File: src/rtl/bcd_to_bin_serial.sv
// bcd_to_bin_serial
// Sequential packed-BCD to unsigned binary converter using reverse double-dabble.
// The {bcd, bin} working register shifts right one bit per cycle. After each
// shift, 3 is subtracted from every BCD digit that is now >= 8. After BIN_W
// shifts the bin field holds the binary value.
//
// Parameters:
//   DIGITS  number of BCD digits (1..4)
//   BIN_W   result width, ceil(log2(10^DIGITS)): 4/7/10/14
//
// Ports:
//   Clock   rising-edge clock
//   Resetn  synchronous active-low reset
//   Start   conversion request, sampled only in IDLE
//   Sign    (BCD_SIGN_EN only) sign of the request, sampled with BCD
//   BCD     packed BCD input, digit 0 in [3:0]
//   Busy    high while converting
//   Done    one-cycle pulse when Bin/Err are updated
//   Err     last request contained a digit > 9
//   Bin     result. BIN_W bits unsigned, or BIN_W+1 bits two's complement
//           when BCD_SIGN_EN is defined.
//
// Optional feature macro: BCD_SIGN_EN (adds the Sign input and a signed result).
//
// state | meaning
// IDLE  | waiting for Start; Bin/Err hold the last result
// CONV  | shifting/correcting, one bit per cycle, BIN_W cycles
// DONE  | result ready; Done and Bin/Err are updated on leaving this state

module bcd_to_bin_serial #(
    parameter int DIGITS = 2,
    parameter int BIN_W  = 7
) (
    input  logic                  Clock,
    input  logic                  Resetn,
    input  logic                  Start,
`ifdef BCD_SIGN_EN
    input  logic                  Sign,
`endif
    input  logic [4*DIGITS-1:0]   BCD,
    output logic                  Busy,
    output logic                  Done,
    output logic                  Err,
`ifdef BCD_SIGN_EN
    output logic [BIN_W:0]        Bin
`else
    output logic [BIN_W-1:0]      Bin
`endif
);

    localparam int BCD_W  = 4 * DIGITS;
    localparam int WORK_W = BCD_W + BIN_W;
    localparam int CNT_W  = (BIN_W > 1) ? $clog2(BIN_W) : 1;
    localparam logic [CNT_W-1:0] CNT_LAST = CNT_W'(BIN_W - 1);

    typedef enum logic [1:0] {
        S_IDLE = 2'd0,
        S_CONV = 2'd1,
        S_DONE = 2'd2
    } state_t;

    state_t            state;
    logic [WORK_W-1:0] work;
    logic [WORK_W-1:0] work_shift;
    logic [CNT_W-1:0]  cnt;
    logic              err_pend;
    logic              bcd_ok;
`ifdef BCD_SIGN_EN
    logic              sign_q;
    logic [BIN_W:0]    mag;
`endif

    always_comb begin
        bcd_ok = 1'b1;
        for (int i = 0; i < DIGITS; i++) begin
            if (BCD[4*i +: 4] > 4'd9) begin
                bcd_ok = 1'b0;
            end
        end
    end

    // One reverse double-dabble step: shift, then correct each digit that
    // picked up a 1 in its MSB from the digit above (worth 8, should be 5).
    always_comb begin
        work_shift = work >> 1;
        for (int i = 0; i < DIGITS; i++) begin
            if (work_shift[BIN_W + 4*i + 3]) begin
                work_shift[BIN_W + 4*i +: 4] = work_shift[BIN_W + 4*i +: 4] - 4'd3;
            end
        end
    end

`ifdef BCD_SIGN_EN
    assign mag = {1'b0, work[BIN_W-1:0]};
`endif

    always_ff @(posedge Clock) begin
        if (!Resetn) begin
            state    <= S_IDLE;
            work     <= '0;
            cnt      <= '0;
            err_pend <= 1'b0;
            Busy     <= 1'b0;
            Done     <= 1'b0;
            Err      <= 1'b0;
            Bin      <= '0;
`ifdef BCD_SIGN_EN
            sign_q   <= 1'b0;
`endif
        end else begin
            Done <= 1'b0;
            case (state)
                S_IDLE: begin
                    if (Start) begin
`ifdef BCD_SIGN_EN
                        sign_q <= Sign;
`endif
                        if (bcd_ok) begin
                            work     <= {BCD, {BIN_W{1'b0}}};
                            cnt      <= '0;
                            err_pend <= 1'b0;
                            Busy     <= 1'b1;
                            state    <= S_CONV;
                        end else begin
                            err_pend <= 1'b1;
                            state    <= S_DONE;
                        end
                    end
                end
                S_CONV: begin
                    work <= work_shift;
                    cnt  <= cnt + 1'b1;
                    if (cnt == CNT_LAST) begin
                        Busy  <= 1'b0;
                        state <= S_DONE;
                    end
                end
                S_DONE: begin
                    Done <= 1'b1;
                    Err  <= err_pend;
                    if (err_pend) begin
                        Bin <= '0;
                    end else begin
`ifdef BCD_SIGN_EN
                        // Negating a zero magnitude yields zero, so -0 needs no special case.
                        Bin <= sign_q ? (~mag + 1'b1) : mag;
`else
                        Bin <= work[BIN_W-1:0];
`endif
                    end
                    state <= S_IDLE;
                end
                default: begin
                    Busy  <= 1'b0;
                    state <= S_IDLE;
                end
            endcase
        end
    end

endmodule

File: config.mk
export PLATFORM = sky130hd
export DESIGN_NAME = bcd_to_bin_serial
export DESIGN_NICKNAME = d
export VERILOG_FILES = /design/src/rtl/bcd_to_bin_serial.sv
export SDC_FILE = /design/constraint.sdc
export NUM_CORES = 1
export LEC_CHECK = 0
export ABC_AREA = 1
export BUFFER_PORTS_ARGS = -buffer_cell sky130_fd_sc_hd__buf_4
export CAP_MARGIN = 15
export CORE_AREA = 3 3 62 64
export DETAILED_ROUTE_END_ITERATION = 10
export DIE_AREA = 0 0 65 67
export GPL_ROUTABILITY_DRIVEN = 0
export GPL_TIMING_DRIVEN = 0
export MAX_ROUTING_LAYER = met4
export PLACE_DENSITY_LB_ADDON = 0.12
export SKIP_LAST_GASP = 1
export SYNTH_ARGS = -nofsm -noshare
export SYNTH_HDL_FRONTEND = slang
export SYNTH_SLANG_ARGS = --single-unit
File: constraint.sdc
create_clock -name Clock -period 1.9 [get_ports Clock]
set_input_delay 0.095 -clock Clock [delete_from_list [all_inputs] [get_ports Clock]]
set_output_delay 0.095 -clock Clock [all_outputs]
set_load 0.05 [all_outputs]
==> results of run 1 <==
tightest hold or removal path, cell delays in order:
cell	delay, ps
buf_4	140
nand2_1	60
nor2_1	30
cells in the mapped netlist, drive strengths merged:
| cell type | count |
|---|---|
| dfxtp | 31 |
| a21oi | 29 |
| nor3 | 2 |
| clkbuf | 2 |
| buf | 3 |
| clkinv | 1 |
| nand3 | 6 |
| nand4 | 1 |
| xor2 | 1 |
| xnor2 | 1 |
| ha | 3 |
| nand2 | 70 |
| nor2 | 17 |
| or2 | 1 |
| o21ai | 7 |
| inv | 11 |
power groups by stage:
stage          Combinational (mW)  Clock [mW]  Sequential (mW)
2_1_floorplan               0.171           0            0.749
3_3_place_gp                0.265           0            0.731
3_5_place_dp                0.269           0            0.732
4_1_cts                     0.270       0.553            0.717
5_1_grt                     0.303       0.589            0.723
6_report                    0.269       0.540            0.717
flip-flops by register name (all words and copies together), names as in the netlist:
register and flops:
Done 1, err_pend 1, work 15, state 2, Err 1, cnt 3
Busy 1, Bin 7
through the flow:
step / power (mW) / instance area, um2 / util / setup WS (ps) / instances
CTS: 1.540 / 1634 / 0.4897 / 475.2 / 260
floorplan: 0.9197 / 1340 / - / 678.7 / 186
global placement: 0.9957 / 1548 / 0.4638 / 519.7 / 252
global route: 1.615 / 1634 / 0.4897 / 298.4 / 260
finish: 1.526 / 1634 / 0.4897 / 477.7 / 260
detailed placement: 1.000 / 1548 / 0.4638 / 498.4 / 252
cells by family (layout without fill, tap and decap cells):
| group | after synthesis | in the layout | synth area share |
|---|---|---|---|
| simple gates | 97 | 97 | 0.3016 |
| flops | 31 | 31 | 0.4631 |
| buf+inv | 17 | 45 | 0.05695 |
| xor+xnor | 2 | 2 | 0.01307 |
| fa+ha+maj | 3 | 3 | 0.02801 |
| compound gates | 36 | 36 | 0.1373 |
worst min path at each step:
stage,end,from
6_report,work[7],Resetn
5_1_grt,work[10],Resetn
4_1_cts,work[10],Resetn
3_5_place_dp,work[10],Resetn
3_3_place_gp,work[9],Resetn
2_1_floorplan,work[7],Resetn
final cells by class:
type	instances	area (um2)	area share
Inverter	12	45.04	0.02757
Buffer	5	31.28	0.01914
Clock buffer	6	51.30	0.03139
Clock inverter	2	35.03	0.02144
Multi-Input combinational cell	138	643.1	0.3936
Sequential cell	31	620.6	0.3798
Timing Repair Buffer	20	150.1	0.09188
Tap cell	46	57.56	0.03522
routing by layer:
layer	global-route usage	wire, um	vias up
met4	0.05805	44	0
met2	0.2656	1385	25
met3	0.05565	146	6
met5	-	0	-
li1	-	-	648
met1	0.1840	1369	558
placed cells by master, fill, tap and decap left out:
master     count
nand2_1       67
dfxtp_1       31
a21oi_1       28
buf_4         21
nor2_1        14
inv_1         11
o21ai_0        6
nand3_1        6
clkbuf_4       5
nand2_2        3
ha_1           3
nor2_4         2
clkbuf_1       2
nor3_1         2
nor2_2         1
a21oi_2        1
clkinv_1       1
buf_6          1
buf_2          1
xnor2_1        1
or2_2          1
o21ai_1        1
nand4_1        1
xor2_1         1
bufinv_16      1
clkinv_2       1
clkbuf_8       1
==> impl_metrics.csv, run 1 <==
group,metric,value,unit
critical_path,worstSetupPathType,"reg -> reg",
grt,antenna_found_initial,0,
cells_and_area,fin_nets,227,
routing,detail_route.first_pass.iterations,4,
critical_path,setup.worst_path.end,"work[11]",
sta,fin_crit_sh,0.7486,
sta,period_needed,1422,ps
synth,synth_top_cells_by_area,"dfxtp_1, nand2_1, a21oi_1, nor2_1, inv_1",
floorplanning,fp.coreArea,3337,um2
synth,syn_area_per_cell,7.204,um2
critical_path,cp_common_cell,"nand2_1",
routing,via_per_inst,4.758,
synth,syn_nets,200,
sta,setup_viol,0,
cts,htree_levels,2,
critical_path,worstPathCellList,"inv_1 -> a21oi_2 -> nand2_1 -> buf_4 -> nand2_1 -> a21oi_1",
power,switchingPower,0.4353,mW
synth,synth_top_cell_area_share,0.4631,
sta,clock.fmax,703.1,MHz
cts,cts_repair_resize_count,0,
grt,grt_max_degree,11,
synth,synth_area,1340,um2
cts,post_cts_buffers,0,
synth,synth_cells,186,
routing,drtIter0Drc,51,
sta,final_hold_viol_count,0,
synth,ys_seq_elements,31,
power,power.density,933.9,nW/um2
critical_path,rr_startpoint,"state[0]",
cts,cts_tree,"yes",
cells_and_area,n_antenna_cell,0,
sta,fin_setup_tns,0,ps
routing,routedWlPerCell,11.33,um
grt,grt-ovfl-total,0,
cells_and_area,area_growth,21.94,%
cts,numCtsBuffers,5,
synth,ys_seq_area_frac,0.4631,
critical_path,critPathSlowestCell,"dfxtp_1",
floorplanning,fp.dieH,67,um
routing,via_count,1237,
cells_and_area,fill_cells,372,
min_path,hold_path.class,"in -> reg",
cts,clkSinkCount,31,
placement,hpwl,2147,um
placement,portBuffers,20,
synth,synth_cell_types,23,
critical_path,cp.depth,6,
outcome,outcome,"complete, no violations",
cts,clkTransAtPathRegs,100,ps
critical_path,cp.required,2100,ps
power,combPwrFrac,0.176,
grt,grt_pass1_wl,5188,um
power,ir_drop,0.6623,mV
floorplanning,io_pins,21,
routing,drt_wl_total,2945,um
sta,whs,35.84,ps
power,seq_power_share,0.470,
critical_path,worstPathMaxFanout,10,
power,p_sw_frac,0.2852,
critical_path,critPathTopFamily,"flip-flops",
routing,ant_nets,0,
cts,clkLatencyLatePin,330,ps
sta,maxSlewHeadroom,0.6783,
run,maxCapViolations,0,
floorplanning,dieWidth,65,um
critical_path,crit_path_start_kind,"flip-flop",
grt,grt_pass1_vias,1177,
sta,rsz0062_at_grt,"no",
floorplanning,rows,21,
critical_path,cp-end-kind,"flip-flop",
min_path,holdPathStages,3,
cts,cts-root-buf,"clkbuf_4",
cts,clk_path_buf_depth,2,
sta,final-max-slew-violation-count,0,
sta,finClkSkew,5.718,ps
cts,hold_buffers,0,
power,p_leak,0.6978,nW
critical_path,cp.arrival,1620,ps
cells_and_area,drive_gt1_frac,0.1822,
critical_path,crit_path_start,"state[0]",
critical_path,reg2reg_depth,6,
power,intPower,1.091,mW
critical_path,crit_buf_inv,2,
routing,drc,0,
power,p_clk_frac,0.354,
synth,synth_warnings,0,
floorplanning,initial_core_util,0.4016,
critical_path,r2r_slack,480,ps
synth,yosysTopAreaCell,"dfxtp_1",
floorplanning,dieArea,4355,um2
critical_path,r2r_end,"work[11]",
grt,grt_usage,0.1620,
critical_path,slowest_delay,390,ps
sta,worstMarginPinSlew,482.5,ps
(Power assumes the default switching activity.)
==> inputs of run 2 (changes only) <==
- clock period: 1.9 -> 1.4 ns (I/O delays scaled with it)
==> run 2 against run 1 <==
Against the previous run:
- via count increased by 1.5%
- worst hold slack worse by 16 ps
- clock-buffer cell count unchanged
- wire length rose by 1.6%
- critical path type unchanged
- critical endpoint is now Busy
- largest cell class unchanged
- highest routed layer unchanged
- first-iteration DRC count grew 14%
- sequential share of layout area decreased by 0.97 points
- die area stayed put
- fmax up 7.7%
==> impl_metrics.csv, run 2 (synthesized netlist as in run 1, its figures left out) <==
group,metric,value,unit
placement,hpwl,2147,um
floorplanning,dieArea,4355,um2
power,ir_drop,0.9048,mV
placement,placed_cell_area,1548,um2
placement,pre_cts_slack,-1.563,ps
cells_and_area,top_regs,"work (15), Bin (7), cnt (3)",
sta,rsz0062_at_grt,"yes",
cells_and_area,layout_commonest_cell,"nand2_1",
floorplanning,io_pins,21,
sta,worstMarginPinSlew,498.6,ps
power,intPower,1.504,mW
run,maxCapViolations,0,
grt,grt_pass1_wl,5161,um
routing,drtIter0Drc,58,
critical_path,cp.required,1620,ps
routing,ant_nets,0,
cells_and_area,fin_util,0.5066,
min_path,hold_path.class,"in -> reg",
sta,final-max-slew-violation-count,0,
power,seq_power_share,0.466,
cells_and_area,area_growth,26.14,%
grt,grt_max_degree,11,
cts,numCtsBuffers,5,
routing,drt_wl_total,2992,um
critical_path,worstPathMaxFanout,10,
floorplanning,fp.dieH,67,um
cells_and_area,fill_cells,362,
placement,portBuffers,20,
floorplanning,initial_core_util,0.4016,
cts,clk_path_buf_depth,2,
cells_and_area,layout_common_cells,"nand2_1, dfxtp_1, a21oi_1, buf_4, nor2_1",
cts,cts_tree,"yes",
sta,final_hold_viol_count,0,
power,p_total,2.102,mW
floorplanning,dieWidth,65,um
floorplanning,fp.coreArea,3337,um2
sta,finalWorstSetupSlack,79.48,ps
routing,via_per_inst,4.772,
floorplanning,rows,21,
power,power.density,1243,nW/um2
power,p_leak,0.7162,nW
cts,cts-root-buf,"clkbuf_4",
cells_and_area,multi_input_area,655.6,um2
sta,period_needed,1321,ps
power,switchingPower,0.5981,mW
cells_and_area,postLayoutCellArea,1690,um2
grt,grt_usage,0.1613,
grt,antenna_found_initial,0,
critical_path,cp-end-kind,"flip-flop",
sta,whs,19.47,ps
cells_and_area,fin_nets,230,
routing,detail_route.first_pass.iterations,4,
power,p_sw_frac,0.2846,
cts,htree_levels,2,
routing,via_count,1255,
cells_and_area,drive_gt1_frac,0.2028,
sta,maxSlewHeadroom,0.6676,
power,combPwrFrac,0.187,
critical_path,worstSetupPathType,"reg -> reg",
cts,clkSinkCount,31,
sta,setup_viol,0,
grt,grt_pass1_vias,1174,
outcome,outcome,"complete, no violations",
cts,clkLatencyLatePin,330,ps
cts,clkTransAtPathRegs,100,ps
cells_and_area,n_antenna_cell,0,
cells_and_area,regMostFlops,"work",
power,p_clk_frac,0.347,
sta,finClkSkew,7.717,ps
routing,drc,0,
cells_and_area,largest_reg_flops,15,
routing,routedWlPerCell,11.38,um
grt,grt-ovfl-total,0,
sta,clock.fmax,757.3,MHz
sta,fin_crit_sh,0.9432,
cells_and_area,seq_area,625.6,um2
critical_path,crit_path_start_kind,"flip-flop",
critical_path,cp.arrival,1540,ps
-- run 2: worst max-delay path: stages, from the launching register on --
cell and delay, ps:
dfxtp_4 400, clkinvlp_4 160, nand2_2 250, nand3_1 150
o21ai_0 190, nor2_1 70
-- run 2: repair_timing --
action                                 in CTS  in global routing
hold buffers                                0                  1
setup endpoints to repair                   9                 24
buffers inserted                            0                  2
pin swaps                                   0                  2
resized for setup                           1                  9
endpoints found under the hold margin       0                  2
-- run 2: routing by layer --
| metal | share of wire | track usage | vias up |
|---|---|---|---|
| li1 | - | - | 652 |
| met1 | 0.47 | 0.1819 | 575 |
| met2 | 0.47 | 0.2656 | 22 |
| met3 | 0.043 | 0.05565 | 6 |
| met4 | 0.015 | 0.05805 | 0 |
| met5 | 0 | - | - |
-- run 2: worst paths after layout --
kind | start | to | slack [ps] | depth (start not counted)
hold reg to reg | work[12] | work[12] | 470 | 2
setup / recovery | state[0] | Busy | 80 | 5
hold / removal | BCD[7] | work[14] | 20 | 3
setup reg to reg | state[0] | Busy | 80 | 5
-- run 2: area by class of cell --
cell class,count,area share
flip-flops and latches,31,0.3701
inverters,12,0.02887
multi-input cells,138,0.3879
well taps,46,0.03405
clock buffers,6,0.03035
clock inverters,2,0.02073
repair buffers,23,0.1036
plain buffers,5,0.02443
-- run 2: stage by stage --
step                std cells  setup TNS, ps
floorplan                 186              0
global route              263         -5.353
detailed placement        252         -1.563
finish                    263              0
CTS                       260              0
global placement          252              0
-- run 2: power by group through the flow --
stage | Sequential, mW | Clock (mW) | Combinational, mW
finish | 0.979 | 0.729 | 0.394
detailed placement | 0.993 | 0 | 0.365
CTS | 0.974 | 0.750 | 0.370
global route | 0.986 | 0.798 | 0.441
global placement | 0.992 | 0 | 0.359
floorplan | 1.02 | 0 | 0.232
==> inputs of run 3 (changes only) <==
- ABC_AREA: 1 -> default
- CORE_AREA: 3 3 62 64 -> 3 3 64 66
- DIE_AREA: 0 0 65 67 -> 0 0 67 69
==> run 3 against run 2 <==
Against the previous run:
- via count is 7.0% lower
- largest power group unchanged
- sequential power is 3.6% lower
- non-clock buffer count is 6 higher
- fmax is 1.7% higher
- wire length is 0.37% lower
- utilization is 2.9 points lower
- synthesized cell count is 14% lower
==> impl_metrics.csv, run 3 <==
group,metric,value,unit
outcome,outcome,"complete, no violations",
power,intPower,1.420,mW
synth,synth_cell_types,33,
synth,synth_top_cell_area_share,0.4397,
cells_and_area,layout_commonest_cell,"dfxtp_1",
grt,grt-ovfl-total,0,
cts,htree_levels,2,
power,switchingPower,0.4844,mW
sta,finClkSkew,6.843,ps
sta,fin_crit_sh,0.9273,
sta,clock.fmax,770.3,MHz
critical_path,crit_path_start_kind,"flip-flop",
routing,via_count,1167,
routing,routedWlPerCell,12.63,um
sta,final_hold_viol_count,0,
sta,final-max-slew-violation-count,0,
routing,drc,0,
routing,drt_wl_total,2981,um
sta,setup_viol,0,
cts,numCtsBuffers,5,
floorplanning,fp.dieH,69,um
power,power.density,1098,nW/um2
grt,grt_pass1_vias,1067,
critical_path,slowest_delay,300,ps
sta,worstMarginPinSlew,476.1,ps
synth,synth_cells,160,
power,p_leak,0.7479,nW
cells_and_area,drive_gt1_frac,0.2234,
floorplanning,fp.coreArea,3633,um2
synth,synth_top_cells_by_count,"dfxtp_1, nor2_1, a21oi_1, a31oi_1",
grt,grt_pass1_wl,4940,um
critical_path,cp.required,1560,ps
grt,antenna_found_initial,0,
cts,cts-root-buf,"clkbuf_8",
cts,clk_path_buf_depth,2,
power,p_clk_frac,0.365,
floorplanning,rows,22,
synth,synth_top_cells_by_area,"dfxtp_1, nor2_1, a21oi_1, mux2i_1, a31oi_1",
floorplanning,io_pins,21,
synth,synthFlopType,"dfxtp_1",
floorplanning,dieWidth,67,um
cells_and_area,top_regs,"work (15), Bin (7), cnt (3)",
synth,yosysTopAreaCell,"dfxtp_1",
synth,yosysMostFrequentCell,"dfxtp_1",
sta,fin_setup_tns,0,ps
grt,grt_max_degree,11,
critical_path,reg2reg_depth,6,
synth,ys_seq_area_frac,0.4397,
floorplanning,dieArea,4623,um2
min_path,hold_path.class,"in -> reg",
synth,syn_area_per_cell,8.821,um2
routing,ant_nets,0,
placement,placed_cell_area,1614,um2
synth,synthArstFlopShare,0,
critical_path,worstSetupPathType,"reg -> reg",
power,seq_power_share,0.495,
sta,period_needed,1298,ps
cells_and_area,area_growth,22.87,%
critical_path,worstPathMaxFanout,10,
synth,synth_warnings,0,
placement,dp_cells,227,
synth,ys_seq_elements,31,
power,ir_drop,0.6004,mV
critical_path,worstPathCellList,"buf_4 -> nand2b_1 -> buf_2 -> buf_4 -> a31oi_1 -> nor2_1",
cells_and_area,stdcell_count,236,
power,p_sw_frac,0.2543,
min_path,holdPathStages,3,
synth,syn_nets,174,
run,maxCapViolations,0,
routing,detail_route.first_pass.iterations,4,
critical_path,cp_common_cell,"buf_4",
cts,clkSinkCount,31,
cells_and_area,layout_common_cells,"dfxtp_1, buf_4, nor2_1, a21oi_1, a31oi_1",
power,combPwrFrac,0.139,
cts,clkTransAtPathRegs,70,ps
cts,clkLatencyLatePin,280,ps
sta,whs,87.12,ps
placement,portBuffers,19,
critical_path,cp.arrival,1450,ps
cells_and_area,fin_nets,202,
cells_and_area,largest_reg_flops,15,
synth,synth_area,1411,um2
synth,synth_edf_count,0,
floorplanning,initial_core_util,0.3884,
grt,grt_usage,0.1436,
cells_and_area,regMostFlops,"work",
routing,via_per_inst,4.945,
critical_path,critPathSlowestCell,"dfxtp_1",
cells_and_area,postLayoutCellArea,1734,um2
cts,cts_tree,"yes",
critical_path,cp-end-kind,"flip-flop",
cells_and_area,n_antenna_cell,0,
routing,drtIter0Drc,41,
placement,hpwl,2126,um
sta,maxSlewHeadroom,0.6826,
cts,hold_buffers,0,
[run 3: cell count changes after synthesis, sizes merged, moves of 3 or more]
| cell | delta |
|---|---|
| nand2 | -64 |
| a21oi | -14 |
| a31oi | +10 |
| and2 | +9 |
| inv | -8 |
| nor3b | +8 |
| mux2i | +7 |
| buf | +6 |
| nor2 | +6 |
| nand3 | -5 |
| o21ai | +4 |
| a22oi | +3 |
| nand2b | +3 |
[run 3: worst max-delay path, delay by kind of cell, from the launching register on]
kind	cells	cell delay, ps
buffers and inverters	3	520
flip-flops	1	300
AND/OR/NAND/NOR	2	190
AO/OA/AOI/OAI	1	170
[run 3: timing repair]
| item | in CTS | in global routing |
|---|---|---|
| endpoints found under the setup margin | 0 | 11 |
| hold endpoints to repair | 0 | 0 |
| setup buffers | 0 | 2 |
| resized for setup | 0 | 4 |
[run 3: stage by stage]
step           setup WS [ps]  power (mW)  utilization
2_1_floorplan          202.5       1.137            -
3_3_place_gp           106.2       1.208       0.4442
3_5_place_dp           73.18       1.214       0.4442
4_1_cts                56.17       1.914       0.4683
5_1_grt               -2.375       2.004       0.4773
6_report               101.8       1.905       0.4773
[run 3: kinds of logic (layout without fill, tap and decap cells)]
logic type	after synthesis	in the layout	share of synthesized area
and+or+nand+nor	57	57	0.2083
AOI/OAI and AO/OA	42	42	0.1773
DFF	31	31	0.4397
buffers and inverters	16	44	0.07002
muxes	9	9	0.06560
adders and majority gates	3	3	0.02660
xor gates and xnor gates	2	2	0.01241
[run 3: path summary, 6_finish.rpt]
kind | end | slack (ps) | start
hold reg to reg | work[14] | 470 | work[14]
setup reg to reg | work[0] | 100 | state[1]
setup / recovery | work[0] | 100 | state[1]
hold / removal | work[7] | 90 | BCD[0]
[run 3: power by group through the flow]
stage | combinational [mW] | sequential, mW | clock [mW]
after floorplan | 0.167 | 0.971 | 0
after global placement | 0.247 | 0.962 | 0
after detailed placement | 0.251 | 0.963 | 0
after CTS | 0.252 | 0.944 | 0.718
after global routing | 0.295 | 0.948 | 0.761
final | 0.265 | 0.944 | 0.696
[run 3: layout make-up]
cell class / count / area, um2
buffer: 13 / 92.59
clock buffer: 6 / 82.58
clock inverter: 1 / 5.005
fill: 361 / 1899
inverter: 3 / 11.26
multi-input combinational: 113 / 691.9
sequential: 31 / 620.6
tap: 48 / 60.06
timing repair buffer: 21 / 170.2
[run 3: per-layer routing]
layer	track usage	routed length [um]	vias up
li1	-	-	610
met1	0.1868	1475	533
met2	0.2074	1344	17
met3	0.03420	99	7
met4	0.06757	61	0
met5	-	0	-
